### config.mk
export PLATFORM = sky130hd
export DESIGN_NAME = ff_bank
export DESIGN_NICKNAME = d
export VERILOG_FILES = /design/src/rtl/ff_bank_pkg.sv /design/src/rtl/ff_cell.sv /design/src/rtl/ff_bank.sv
export SDC_FILE = /design/constraint.sdc
export NUM_CORES = 1
export LEC_CHECK = 0
export CORE_UTILIZATION = 49
export DETAILED_ROUTE_END_ITERATION = 10
export HOLD_SLACK_MARGIN = 0.06
export PLACE_DENSITY_LB_ADDON = 0.15
export SLEW_MARGIN = 15
export SYNTH_ARGS = -nofsm -noshare
export SYNTH_HDL_FRONTEND = slang
export SYNTH_SLANG_ARGS = --single-unit
### constraint.sdc
create_clock -name clk -period 1.4 [get_ports clk]
set_input_delay 0.28 -clock clk [delete_from_list [all_inputs] [get_ports clk]]
set_output_delay 0.28 -clock clk [all_outputs]
set_load 0.01 [all_outputs]
### src/rtl/ff_bank_pkg.sv
// Shared encodings for the flip-flop bank: channel modes and SR-conflict policies.
package ff_bank_pkg;

   typedef enum logic [1:0] {
      MODE_D  = 2'd0,
      MODE_T  = 2'd1,
      MODE_JK = 2'd2,
      MODE_SR = 2'd3
   } ff_mode_t;

   typedef enum logic [1:0] {
      SRC_ZERO = 2'd0,
      SRC_RST  = 2'd1,
      SRC_SET  = 2'd2,
      SRC_HOLD = 2'd3
   } sr_policy_t;

endpackage

### src/rtl/ff_cell.sv
// One flip-flop channel: run-time mode register, q/q_bar pair, sticky SR-conflict flag
// and a one-cycle change pulse.
module ff_cell
   import ff_bank_pkg::*;
#(
   parameter logic [1:0] DEFAULT_MODE = 2'd3,
   parameter logic [1:0] SR_CONFLICT  = 2'd0,
   parameter logic       RESET_Q      = 1'b0
) (
   input  logic       clk,
   input  logic       reset_n,
   input  logic       en,
   input  logic       in_a,
   input  logic       in_b,
   input  logic       mode_we,
   input  logic [1:0] mode_wdata,
   input  logic       err_clr,
   output logic       q,
   output logic       q_bar,
   output logic [1:0] mode,
   output logic       err_sticky,
   output logic       chg
);

   localparam sr_policy_t POLICY = sr_policy_t'(SR_CONFLICT);

   ff_mode_t mode_r;
   logic     q_nx;
   logic     q_bar_nx;
   logic     wr;
   logic     conflict;

   assign mode = mode_r;

   // Next-state: wr marks a non-hold update, which always rewrites q_bar as ~q_nx.
   // The SRC_ZERO conflict is the one case that drives both outputs low directly.
   always_comb begin
      q_nx     = q;
      q_bar_nx = q_bar;
      wr       = 1'b0;
      conflict = 1'b0;
      if (en) begin
         unique case (mode_r)
            MODE_D: begin
               wr   = 1'b1;
               q_nx = in_a;
            end
            MODE_T: begin
               if (in_a) begin
                  wr   = 1'b1;
                  q_nx = ~q;
               end
            end
            MODE_JK: begin
               case ({in_a, in_b})
                  2'b01:   begin wr = 1'b1; q_nx = 1'b0; end
                  2'b10:   begin wr = 1'b1; q_nx = 1'b1; end
                  2'b11:   begin wr = 1'b1; q_nx = ~q;   end
                  default: ;
               endcase
            end
            MODE_SR: begin
               case ({in_a, in_b})
                  2'b01:   begin wr = 1'b1; q_nx = 1'b0; end
                  2'b10:   begin wr = 1'b1; q_nx = 1'b1; end
                  2'b11: begin
                     conflict = 1'b1;
                     unique case (POLICY)
                        SRC_ZERO: begin q_nx = 1'b0; q_bar_nx = 1'b0; end
                        SRC_RST:  begin wr = 1'b1; q_nx = 1'b0; end
                        SRC_SET:  begin wr = 1'b1; q_nx = 1'b1; end
                        SRC_HOLD: ;
                     endcase
                  end
                  default: ;
               endcase
            end
         endcase
         if (wr) begin
            q_bar_nx = ~q_nx;
         end
      end
   end

   // State registers; a mode write lands after this edge's data update has used the old mode.
   always_ff @(posedge clk) begin
      if (!reset_n) begin
         q          <= RESET_Q;
         q_bar      <= ~RESET_Q;
         mode_r     <= ff_mode_t'(DEFAULT_MODE);
         err_sticky <= 1'b0;
         chg        <= 1'b0;
      end else begin
         q          <= q_nx;
         q_bar      <= q_bar_nx;
         chg        <= q_nx ^ q;
         err_sticky <= conflict | (err_sticky & ~err_clr);
         if (mode_we) begin
            mode_r <= ff_mode_t'(mode_wdata);
         end
      end
   end

endmodule

### src/rtl/ff_bank.sv
// Bank of WIDTH independent flip-flop channels with per-channel run-time modes.
module ff_bank
   import ff_bank_pkg::*;
#(
   parameter int unsigned WIDTH        = 8,
   parameter logic [1:0]  DEFAULT_MODE = 2'd3,
   parameter logic [1:0]  SR_CONFLICT  = 2'd0,
   parameter logic        RESET_Q      = 1'b0,
   localparam int unsigned CH_W        = (WIDTH > 1) ? $clog2(WIDTH) : 1
) (
   input  logic                 clk,
   input  logic                 reset_n,
   input  logic [WIDTH-1:0]     en,
   input  logic [WIDTH-1:0]     in_a,
   input  logic [WIDTH-1:0]     in_b,
   input  logic                 cfg_we,
   input  logic [CH_W-1:0]      cfg_ch,
   input  logic [1:0]           cfg_mode,
   input  logic [WIDTH-1:0]     err_clr,
   output logic [WIDTH-1:0]     q,
   output logic [WIDTH-1:0]     q_bar,
   output logic [2*WIDTH-1:0]   mode,
   output logic [WIDTH-1:0]     err_sticky,
   output logic [WIDTH-1:0]     chg
);

   logic [WIDTH-1:0] mode_we;

   // One-hot mode-write strobes; an out-of-range cfg_ch matches no channel and is dropped.
   always_comb begin
      mode_we = '0;
      for (int unsigned i = 0; i < WIDTH; i++) begin
         if (cfg_we && (cfg_ch == CH_W'(i))) begin
            mode_we[i] = 1'b1;
         end
      end
   end

   for (genvar g = 0; g < WIDTH; g++) begin : g_cell
      ff_cell #(
         .DEFAULT_MODE (DEFAULT_MODE),
         .SR_CONFLICT  (SR_CONFLICT),
         .RESET_Q      (RESET_Q)
      ) u_cell (
         .clk        (clk),
         .reset_n    (reset_n),
         .en         (en[g]),
         .in_a       (in_a[g]),
         .in_b       (in_b[g]),
         .mode_we    (mode_we[g]),
         .mode_wdata (cfg_mode),
         .err_clr    (err_clr[g]),
         .q          (q[g]),
         .q_bar      (q_bar[g]),
         .mode       (mode[2*g +: 2]),
         .err_sticky (err_sticky[g]),
         .chg        (chg[g])
      );
   end

endmodule

---- After elaboration in Yosys (flattened, before gate mapping) ----
Index checks and enable logic that the tools add are counted.
Widths: inputs -> output; s select.
word-level totals
  register bits ........................... 48
  logic and storage cells ................. 352
cells by class
  equality and inequality tests ........... 55
  multiplexer cells ....................... 144
  bitwise logic cells ..................... 48
  reductions and logical operators ........ 65
operator list
  kind                count
  $mux 1              112
  $eq 2x2->1 const B  32
  $pmux 1 s4          16
  $eq 2x1->1 const B  16
  $reduce_bool 2->1   16
  $reduce_or 2->1     16
  $not 1->1           24
  $pmux 1 s3          8
  $reduce_and 3->1    8
  $reduce_or 3->1     8
  $logic_not 2->1     8
  $pmux 1 s2          8
  $eq 3x3->1 const B  4
  $and 1x1->1         8
  $logic_and 1x1->1   8
  $or 1x1->1          8
  $xor 1x1->1         8
  $eq 3x2->1 const B  2
  $eq 3x1->1 const B  1
  $logic_not 3->1     1

---- Logic depth before layout (Yosys ltp) ----
Gate-level depths: netlist of the first run.
  depth after elaboration ................. 7
  depth in mapped cells ................... 6

---- Hierarchy ----
From an unflattened synthesis of the first run, not the netlist that was laid out.
second synthesis, totals
  cell total of the unflattened synthesis .. 384
  area, all modules ....................... 3,319.4 sq um
by module, submodules not included
  module   times used  cells an instance  area an instance (sq um)  seq. area each (sq um)
  ff_cell  8           47                 402.9                     120.1
  ff_bank  1           8                  96.3                      0.0

---- Worst setup path after synthesis of the first run ----
No wires, ideal clock.
  path type ............................... input-to-reg
  start point ............................. in in_a[5]
  end point ............................... reg g_cell[5].u_cell.q_bar
  setup time .............................. 0.079 ns
  arrival time ............................ 1.201 ns
  required time ........................... 1.321 ns
  path slack .............................. 0.120 ns
  stages .................................. 6
  buffers on the path ..................... 0
  cells stage by stage .................... inv_1 ha_1 and2_2 o311ai_2 nand3_1 o211ai_1
between the ends
  word-level cells in the longest chain between the ends .. 7
  elaborated cells on any way between the ends .. 21
  those cells by class .................... eq/ne (3); mux (11); bitwise (1); reduce/logical (6)
ends and longest elaborated chain
  element                                                              line                          source
  start, declared                                                      ff_bank.sv:14                 input logic [WIDTH-1:0] in_a,
  $eq 2x1->1 or $eq 2x2->1 (tied branches)                             ff_cell.sv:55, ff_cell.sv:63
  $reduce_or 3->1 (no source line) or $reduce_or 2->1 (tied branches)  -
  $mux 1 (tied with other cells)                                       ff_cell.sv:55                 case ({in_a, in_b})
  $pmux 1 s4                                                           ff_cell.sv:43                 unique case (mode_r)
  $mux 1                                                               ff_cell.sv:42                 if (en) begin
  $reduce_bool 2->1 (no source line) or $not 1->1 (tied branches)      -
  $reduce_and 3->1 (no source line) or $mux 1 (tied branches)          -
  end signal, assigned                                                 ff_cell.sv:89                 q_bar <= ~RESET_Q;
  end signal, assigned                                                 ff_cell.sv:95                 q_bar <= q_bar_nx;
  end, declared                                                        ff_cell.sv:19                 output logic q_bar,
Parallel ways exist; a longest one is shown, timed or not. The select of a mux whose other input is x is not followed.
A chain may end at the register's enable or synchronous reset.

==> results of run 1 <==
==> power groups by stage <==
| stage | sequential [uW] | clock [uW] | combinational (uW) |
|---|---|---|---|
| floorplan | 1520 | 0 | 447 |
| global placement | 1520 | 0 | 843 |
| detailed placement | 1520 | 0 | 865 |
| CTS | 1490 | 1010 | 836 |
| global route | 1500 | 1070 | 925 |
| finish | 1490 | 987 | 845 |
==> what timing repair did <==
item,CTS,global route
pin swaps,21,2
gates resized for setup,105,5
hold endpoints to repair,0,0
setup endpoints to repair,70,5
==> kinds of logic (layout without fill, tap and decap cells) <==
| kind of cell | count (synthesis) | in the layout |
|---|---|---|
| simple gates | 136 | 136 |
| flops | 48 | 48 |
| fa+ha+maj | 24 | 24 |
| mux | 19 | 19 |
| compound gates | 90 | 90 |
| buf+inv | 68 | 194 |
==> final cells by class <==
class                           count  area [sq um]
Tap cell                           77          96.3
Multi-Input combinational cell    269          1990
Clock inverter                      2          35.0
Clock buffer                        6          72.6
Inverter                           25          93.8
Fill cell                         541          1750
Sequential cell                    48           991
Timing Repair Buffer              161          1350
==> cell usage after synthesis (all sizes together), types with 4 or more instances <==
cell / count / area [sq um]
dfxtp: 48 / 961
nand2: 44 / 165
buf: 40 / 298
inv: 25 / 93.8
ha: 24 / 300
a21oi: 22 / 110
o21ai: 18 / 90.1
mux2i: 12 / 120
nand3: 12 / 60.1
o211ai: 12 / 90.1
nand2b: 10 / 62.6
nor2b: 10 / 62.6
nand4: 9 / 56.3
nor2: 9 / 33.8
a31oi: 7 / 43.8
and2: 7 / 45.1
mux2: 7 / 78.8
nand3b: 7 / 52.6
a211o: 6 / 52.6
a211oi: 6 / 60.1
o311ai: 6 / 75.1
or3b: 6 / 52.6
nor3: 5 / 35.0
and3b: 4 / 35.0
==> worst reg2reg max path, stage by stage, from the launching register on <==
cell and delay [ns]:
dfxtp_2 0.36, buf_4 0.16, or3b_1 0.40, o311ai_2 0.11, a31oi_1 0.13, o21ai_1 0.10
==> routing by layer <==
metal | vias up | part of all wire | track usage | routed length (um)
met1 | 1511 | 0.43 | 0.280 | 3540
met5 | - | 0 | 0 | 0
met2 | 89 | 0.50 | 0.435 | 4090
met4 | 0 | 0.015 | 0.0663 | 123
li1 | 1602 | - | - | -
met3 | 14 | 0.052 | 0.0465 | 427
==> metrics by stage <==
| step | cell area [sq um] | hold slack (ns) | power [uW] | utilization |
|---|---|---|---|---|
| floorplan | 3260 | 0.405 | 1970 | - |
| global placement | 4480 | 0.457 | 2360 | 0.701 |
| detailed placement | 4480 | 0.463 | 2390 | 0.701 |
| CTS | 4610 | 0.476 | 3340 | 0.722 |
| global route | 4630 | 0.502 | 3500 | 0.725 |
| finish | 4630 | 0.472 | 3320 | 0.725 |
==> worst min path at each step <==
stage                                                   endpoint  slack [ns]  cells after the start
after floorplan            g_cell[7].u_cell.mode[1]$_SDFFE_PN1P_        0.40                      2
after global placement    g_cell[3].u_cell.err_sticky$_SDFF_PN0_        0.46                      2
after detailed placement  g_cell[7].u_cell.err_sticky$_SDFF_PN0_        0.46                      2
after CTS                 g_cell[7].u_cell.err_sticky$_SDFF_PN0_        0.48                      2
after global routing      g_cell[3].u_cell.err_sticky$_SDFF_PN0_        0.50                      2
final                     g_cell[7].u_cell.err_sticky$_SDFF_PN0_        0.47                      2
==> flip-flops by register name, summed over array words and instances, names as in the netlist <==
register / flops
g_cell.u_cell.mode: 16
g_cell.u_cell.chg: 8
g_cell.u_cell.q: 8
g_cell.u_cell.q_bar: 8
g_cell.u_cell.err_sticky: 8
==> results.md, run 1 <==
- Hold WC Path Type: reg2reg
- Placed Instances: between 500 and 600
- Ys flop type: dfxtp_1
- Sink Count: 48
- Largest family of logic cells by synthesized area: simple AND/OR/NAND/NOR gates
- Routed length per instance: approximately 14 um
- Failing checks: negative setup slack
- Clock power share: 0.297
- Worst slew margin: 0.699
- Combinational cell fraction of total power: 0.254
- Area Growth Syn to Fin: 41.9%
- Most common cell after layout, fill and taps aside: buf_4
- Reg2Reg Setup Slack: 0.08 ns
- Clk root buf: clkbuf_8
- CTS H-tree lvls: 2
- Post-synthesis cell count: 385
- Placement row count: 29
- RR Endpoint: g_cell[2].u_cell.q_bar$_SDFFE_PN1P_
- Final worst setup slack: -0.0115 ns
- CTS Buf Count: 5
- Crit Path Class: in2reg
- Nets: 574
- Hold Vio Cnt, Final: 0
- GP Congestion: roughly 0.84
- Initial antenna violation count: 0
- Congestion Overflow GR: 0
- Psw: 899 uW
- CP startpoint: reset_n
- 1st-pass router iterations: 4
- Die H: 83.6 um
- DRC violations left: 0
- Setup Buffers After CTS: 0
- Unrepaired setup endpoints after global routing: yes
- Worst-path clk slew: 0.09 ns
- Slew Limit Fails: 0
- Total Wirelength: 8180 um
- Largest net degree at the start of global routing: 15
- R2R cell count: 5
- Tcrit/Tclk final: 1.01
- Starting DRT DRC Count: roughly 110
- Share of cells above drive strength 1: 0.250
- Crit path depth: 5
- Pwr Density: 718 nW/um^2
- Hold path startpoint: g_cell[7].u_cell.err_sticky$_SDFF_PN0_
- Setup Slack @ Placement: -0.486 ns
- Tmin final: 1.41 ns
- Max_cap viols: 0
- Fin cells: 588
- Reg2reg start: g_cell[2].u_cell.mode[1]$_SDFFE_PN1P_
- Synth warnings: 0
- Worst Setup EP: g_cell[2].u_cell.chg$_SDFF_PN0_
- Worst VDD drop: 0.673 mV
- DRT antenna net count: 0
- Post-synthesis net count: 449
- Post-synthesis cell type count: 47
- Synth Area in Compound Gates: 0.195
- Fmax achieved: approximately 710 MHz
- Avg Cell Area, Syn: 8.48 sq um
- Commonest non-fill, non-tap cells in the layout: buf_4, dlygate4sd2_1, nand2_1
- First-pass GRT wire length: 13900 um
- Clk buf depth: 2
- Crit path max fanout: 10
- Adder-Cell Fraction of Synth Area: 0.0920
- Critical path arrival: 1.61 ns
- Antenna Cells: 0
- Vias after detailed routing: ~3200
- Setup Skew: 0.00558 ns
- Sequential cell area fraction in the yosys report: 0.294
- Slowest stage delay, CP: about 0.46 ns
- XOR/XNOR Fraction of Synth Area: 0
- IO buf count: 87
- Clk_lat worst skew: 0.30 ns
- CORE AREA: roughly 6400 sq um
- Leakage: about 0.0022 uW
- Flop pwr share: 0.449
- Mux contribution to synthesized area: 0.0610
- Sw Share: 0.270
- Critical path cell sequence: clkdlybuf4s50_1 > buf_4 > nand2_1 > or3_1 > o211ai_1
- Slew at the pin closest to its max-slew limit: 0.451 ns
- WP data required: 1.60 ns
- Setup TNS: -0.0115 ns
- Synth Area in Simple Gates: 0.234
- Hold buffers post-CTS: 0
- Startpoint Class: primary input
- Setup Viol. Count Final: 1
- Outcome: finished, violations left
- Critical path capture point type: flip-flop
- Vias per Instance: roughly 5.5
- Top delay family on crit path: buffers and inverters
- Post-synth EDFFs: 0
- IO Count: 88
- Cell area after synthesis: about 3300 sq um
- Die area: 6990 sq um
- CTS tree: built
- Synth async-reset ratio: 0
- Initial Util: 0.511
- Critical path's slowest cell: clkdlybuf4s50_1
- #FFs+latches synth: 48
- Die Wd: 83.6 um
- Post-DP HPWL: roughly 6100 um
- Buffers plus inverters on the worst setup path: 2
- GRT Total Usage: 0.237
- Vias in the first global route: 3151
- P_int: 2430 uW
Power figures use the tool's default switching activity.
==> inputs of run 2 (changes only) <==
--- a/config.mk
+++ b/config.mk
@@ -5,6 +5,7 @@
 export SDC_FILE = /design/constraint.sdc
 export NUM_CORES = 1
 export LEC_CHECK = 0
+export CORE_MARGIN = 8
 export CORE_UTILIZATION = 49
 export DETAILED_ROUTE_END_ITERATION = 10
 export HOLD_SLACK_MARGIN = 0.06
==> results.md, run 2 (synthesis results as in run 1) <==
- Outcome: finished clean
- Hold WC Path Type: reg2reg
- Commonest non-fill, non-tap cells in the layout: buf_4, dlygate4sd2_1, nand2_1
- Initial antenna violation count: 0 (unchanged)
- Placed Instances: 579 (-0.17%)
- Fmax achieved: 765 MHz (+8.0%)
- Max_cap viols: 0 (unchanged)
- Unrepaired setup endpoints after global routing: no
- Max reg flops: 16 (unchanged)
- Reg2Reg Setup Slack: 0.09 ns (about the same)
- Setup Viol. Count Final: 0 (-1)
- Leakage: 0.00215 uW (-0.44%)
- Tmin final: 1.31 ns (-0.104 ns)
- Antenna Cells: 0 (unchanged)
- Reg2reg start: g_cell[6].u_cell.mode[0]$_SDFFE_PN1P_
- Vias in the first global route: 3130 (-0.67%)
- Area of the multi-input gates: 1990 sq um (+0.13%)
- Slew at the pin closest to its max-slew limit: 0.353 ns (-0.0981 ns)
- Vias after detailed routing: 3126 (-2.8%)
- Critical path cell sequence: buf_4 > o21ai_0 > a21oi_1 > buf_4 > a211o_1 > nand2_1
- Hold Vio Cnt, Final: 0 (unchanged)
- IO Count: 88 (unchanged)
- Setup TNS: 0 ns (+0.0115 ns)
- Hold buffers post-CTS: 0 (unchanged)
- Area Growth Syn to Fin: 42.0% (about the same)
- Slowest stage delay, CP: 0.35 ns (-0.11 ns)
- DRT antenna net count: 0 (unchanged)
- Crit path depth: 6 (+1)
- DRC violations left: 0 (unchanged)
- Die H: 97.6 um (+17%)
- Total Wirelength: 8420 um (+3.0%)
- Die Wd: 97.6 um (+17%)
- Routed length per instance: 14.3 um (+3.0%)
- Congestion Overflow GR: 0 (unchanged)
- CORE AREA: 6390 sq um (unchanged)
- GRT Total Usage: 0.174 (-0.0635)
- Worst VDD drop: 0.532 mV (-21%)
- Die area: 9530 sq um (+36%)
- Fin cells: 588 (unchanged)
- Starting DRT DRC Count: 101 (-9.8%)
- Clk buf depth: 2 (unchanged)
- First-pass GRT wire length: 14300 um (+2.8%)
- Share of cells above drive strength 1: 0.250 (unchanged)
- Crit path max fanout: 7 (-3)
- Cell mode on critical path: buf_4
- Worst slew margin: 0.759 (+0.0597)
- Largest net degree at the start of global routing: 15 (unchanged)
- Slew Limit Fails: 0 (unchanged)
- CTS tree: built
- Hold Path Sink: g_cell[0].u_cell.err_sticky$_SDFF_PN0_
- Worst-path clk slew: 0.08 ns (about the same)
- Initial Util: 0.511 (unchanged)
- Critical path's slowest cell: dfxtp_2
- RR Endpoint: g_cell[6].u_cell.q$_SDFF_PN0_
- Hold path startpoint: g_cell[0].u_cell.err_sticky$_SDFF_PN0_
- Nets: 574 (unchanged)
- Critical path capture point type: flip-flop
- 1st-pass router iterations: 4 (unchanged)
- Startpoint Class: flip-flop
- Post-DP HPWL: 6560 um (+7.7%)
- CTS Buf Count: 5 (unchanged)
- Vias per Instance: 5.32 (-2.8%)
- Clk root buf: clkbuf_8
- Tcrit/Tclk final: 0.934 (-0.0746)
- Critical path arrival: 1.55 ns (-0.06 ns)
- GP Congestion: 0.929 (+11%)
- Crit Path Class: reg2reg
- Filler instances: 540 (-0.18%)
- R2R cell count: 6 (+1)
- Top delay family on crit path: compound AO/OA/AOI/OAI gates
- CTS H-tree lvls: 2 (unchanged)
- IO buf count: 87 (unchanged)
- Pwr Density: 717 nW/um^2 (about the same)
- Most common cell after layout, fill and taps aside: buf_4
- Placement row count: 29 (unchanged)
- Sink Count: 48 (unchanged)
- Register area: 985 sq um (-0.63%)
- Clk_lat worst skew: 0.30 ns (about the same)
- Buffers plus inverters on the worst setup path: 2 (unchanged)
- Setup Skew: 0.00438 ns (-0.00120 ns)
- Cells on Worst Hold Path: 2 (unchanged)
- WP data required: 1.65 ns (+0.05 ns)
[run 2: area by class of cell]
class | instances | area share
multi-input combinational | 269 | 0.430
timing repair buffer | 160 | 0.292
sequential | 48 | 0.212
inverter | 25 | 0.0211
tap | 77 | 0.0208
clock buffer | 6 | 0.0157
clock inverter | 2 | 0.00756
timing repair inverter | 1 | 0.00108
[run 2: per-layer routing]
metal | global-route usage | up-vias | wire length (um)
met5 | 0 | - | 0
met4 | 0.0478 | 0 | 79
met3 | 0.0455 | 7 | 418
met2 | 0.316 | 75 | 4280
met1 | 0.193 | 1439 | 3650
li1 | - | 1605 | -
[run 2: where the power goes]
group | internal (uW) | switching, uW | leakage [uW]
clock network | 531 | 461 | 0.0000552
registers | 1440 | 58.6 | 0.000389
logic | 455 | 382 | 0.00171
[run 2: how the worst max path moves through the flow]
stage                                          startpoint                                  end  slack (ns)
floorplan                                         in_a[5]  g_cell[5].u_cell.q_bar$_SDFFE_PN1P_        0.12
global placement                                  in_b[1]  g_cell[1].u_cell.q_bar$_SDFFE_PN1P_       -0.45
detailed placement                                in_a[4]  g_cell[4].u_cell.q_bar$_SDFFE_PN1P_       -0.50
CTS                                               in_b[7]  g_cell[7].u_cell.q_bar$_SDFFE_PN1P_       0.003
global route                                      in_b[4]  g_cell[4].u_cell.q_bar$_SDFFE_PN1P_        0.01
finish              g_cell[6].u_cell.mode[0]$_SDFFE_PN1P_        g_cell[6].u_cell.q$_SDFF_PN0_        0.09
[run 2: timing repair]
action | 4_1_cts | 5_1_grt
gates cloned | 1 | 0
gates resized for setup | 103 | 7
endpoints found under the setup margin | 70 | 5
buffers inserted | 0 | 0
pin swaps | 21 | 3
[run 2: worst reg2reg max path: cells and delay by family (launching register included)]
family / cells / cell delay [ns]
AO/OA/AOI/OAI: 3 / 0.57
buffers and inverters: 2 / 0.29
AND/OR/NAND/NOR: 1 / 0.05
flip-flops: 1 / 0.35
[run 2: stage by stage]
step	hold WS (ns)	utilization	setup WS, ns	area (sq um)	power (uW)
after CTS	0.473	0.722	0.00252	4610	3350
after global routing	0.493	0.726	0.0105	4630	3510
final	0.471	0.726	0.0929	4630	3330
after floorplan	0.405	-	0.120	3260	1970
after global placement	0.454	0.700	-0.450	4470	2360
after detailed placement	0.462	0.700	-0.496	4470	2390
==> inputs of run 3 (changes only) <==
--- a/config.mk
+++ b/config.mk
@@ -6,10 +6,11 @@
 export NUM_CORES = 1
 export LEC_CHECK = 0
 export CORE_MARGIN = 8
-export CORE_UTILIZATION = 49
+export CORE_UTILIZATION = 40
 export DETAILED_ROUTE_END_ITERATION = 10
 export HOLD_SLACK_MARGIN = 0.06
 export PLACE_DENSITY_LB_ADDON = 0.15
+export SKIP_LAST_GASP = 1
 export SLEW_MARGIN = 15
 export SYNTH_ARGS = -nofsm -noshare
 export SYNTH_HDL_FRONTEND = slang
==> results.md, run 3 (synthesis results as in run 1) <==
- Outcome: finished clean
- Clk root buf: clkbuf_8
- Clock power share: 0.251 (-0.047)
- Min Hold Slack: 0.466 ns (-0.00468 ns)
- Cells on Worst Hold Path: 2 (unchanged)
- Cell area after layout: 4750 sq um (+2.5%)
- Antenna Cells: 0 (unchanged)
- CTS tree: built
- Die area: 11300 sq um (+19%)
- Slew Limit Fails: 0 (unchanged)
- Sink Count: 48 (unchanged)
- Combinational cell fraction of total power: 0.280 (+0.028)
- R2R cell count: 5 (-1)
- Startpoint Class: primary input
- DRT antenna net count: 0 (unchanged)
- Setup Skew: 0.00473 ns (+0.000347 ns)
- Placement row count: 33 (+14%)
- CTS Buf Count: 5 (unchanged)
- Commonest non-fill, non-tap cells in the layout: buf_4, dlygate4sd2_1, nand2_1
- Flop pwr share: 0.469 (+0.019)
- DRC violations left: 0 (unchanged)
- Clk_lat worst skew: 0.30 ns (about the same)
- Placed Area: 4520 sq um (+1.1%)
- Sw Share: 0.289 (+0.0177)
- Psw: 921 uW (+2.1%)
- Worst slew margin: 0.668 (-0.0903)
- CTS H-tree lvls: 2 (unchanged)
- Utilization after layout: 0.590 (-0.135)
- Vias per Instance: 5.10 (-4.2%)
- WP data required: 1.60 ns (-0.05 ns)
- Leakage: 0.00221 uW (+2.5%)
- Die Wd: 106 um (+8.9%)
- Worst VDD drop: 0.409 mV (-23%)
- P_int: 2270 uW (-6.4%)
- Vias after detailed routing: 3164 (+1.2%)
- Pwr Density: 671 nW/um^2 (-6.5%)
- Setup TNS: 0 ns (unchanged)
- Most common cell after layout, fill and taps aside: buf_4
- Worst-path clk slew: 0.09 ns (about the same)
- Fmax achieved: 746 MHz (-2.6%)
- Share of cells above drive strength 1: 0.267 (+0.0170)
- Slew at the pin closest to its max-slew limit: 0.497 ns (+0.144 ns)
- Initial Util: 0.405 (-0.106)
- Die H: 106 um (+8.9%)
- First-pass GRT wire length: 14500 um (+1.3%)
- 1st-pass router iterations: 4 (unchanged)
- GRT Total Usage: 0.151 (-0.0225)
- Area Growth Syn to Fin: 45.6%
- Unrepaired setup endpoints after global routing: no
- Critical path capture point type: flip-flop
- Congestion Overflow GR: 0 (unchanged)
- Routed length per instance: 14.6 um (+2.1%)
- GP Congestion: 0.797 (-14%)
- Vias in the first global route: 3164 (+1.1%)
- Largest net degree at the start of global routing: 20 (+5)
- Crit path max fanout: 6 (-1)
- Hold WC Path Type: reg2reg
- Initial antenna violation count: 0 (unchanged)
- Tcrit/Tclk final: 0.958 (+0.0245)
- Post-DP HPWL: 6740 um (+2.8%)
- Max_cap viols: 0 (unchanged)
- Crit Path Class: in2reg
- Hold Vio Cnt, Final: 0 (unchanged)
- IO buf count: 87 (unchanged)
- IO Count: 88 (unchanged)
- CORE AREA: 8050 sq um (+26%)
- Total Wirelength: 9080 um (+7.8%)
- Critical path arrival: 1.54 ns (about the same)
- Nets: 580 (+1.0%)
- Tmin final: 1.34 ns (+0.0343 ns)
- Starting DRT DRC Count: 66 (-35%)
- Max reg flops: 16 (unchanged)
- Setup Viol. Count Final: 0 (unchanged)
- Clk buf depth: 2 (unchanged)
## run 3: final timing paths
check                           slack, ns                                     end                                   start
worst max-delay path                 0.06           g_cell[5].u_cell.q$_SDFF_PN0_                                 in_a[5]
worst min-delay path                 0.47  g_cell[3].u_cell.err_sticky$_SDFF_PN0_  g_cell[3].u_cell.err_sticky$_SDFF_PN0_
worst max register to register       0.11         g_cell[5].u_cell.chg$_SDFF_PN0_   g_cell[5].u_cell.mode[0]$_SDFFE_PN1P_
worst min register to register       0.47  g_cell[3].u_cell.err_sticky$_SDFF_PN0_  g_cell[3].u_cell.err_sticky$_SDFF_PN0_
## run 3: worst max-delay path, stage by stage
cell	delay (ns)
dlygate4sd2_1	0.25
buf_6	0.13
ha_1	0.18
and2b_1	0.17
a211oi_2	0.23
buf_4	0.16
a211o_1	0.09
nand2_1	0.04
## run 3: per-stage QoR
stage | setup WS, ns | cells | total power, uW
2_1_floorplan | 0.120 | 385 | 1970
3_3_place_gp | -0.461 | 607 | 2390
3_5_place_dp | -0.499 | 607 | 2410
4_1_cts | -0.139 | 616 | 3190
5_1_grt | 0.0104 | 621 | 3360
6_report | 0.0586 | 621 | 3190
## run 3: repair_timing
action | 4_1_cts | 5_1_grt
buffers inserted | 2 | 4
gates resized for setup | 103 | 12
gates cloned | 0 | 1
endpoints found under the setup margin | 72 | 11
endpoints found under the hold margin | 0 | 0
pin swaps | 19 | 6
hold buffers | 0 | 0
## run 3: final cells by class
cell class | instances | area (sq um)
repair buffers | 167 | 1450
clock inverters | 1 | 5.00
inverters | 25 | 93.8
multi-input cells | 269 | 2020
clock buffers | 6 | 72.6
well taps | 105 | 131
fillers | 771 | 3300
flip-flops and latches | 48 | 987
## run 3: power groups by stage
stage,clock network (uW),registers (uW),logic (uW)
2_1_floorplan,0,1520,447
3_3_place_gp,0,1530,861
3_5_place_dp,0,1530,882
4_1_cts,827,1490,869
5_1_grt,884,1510,974
6_report,800,1490,893
## run 3: metal layers
metal	GRT usage	part of all wire	vias up
met2	0.281	0.52	66
met4	0.0472	0.011	0
met1	0.164	0.42	1488
met5	0	0	-
met3	0.0387	0.051	6
li1	-	-	1604
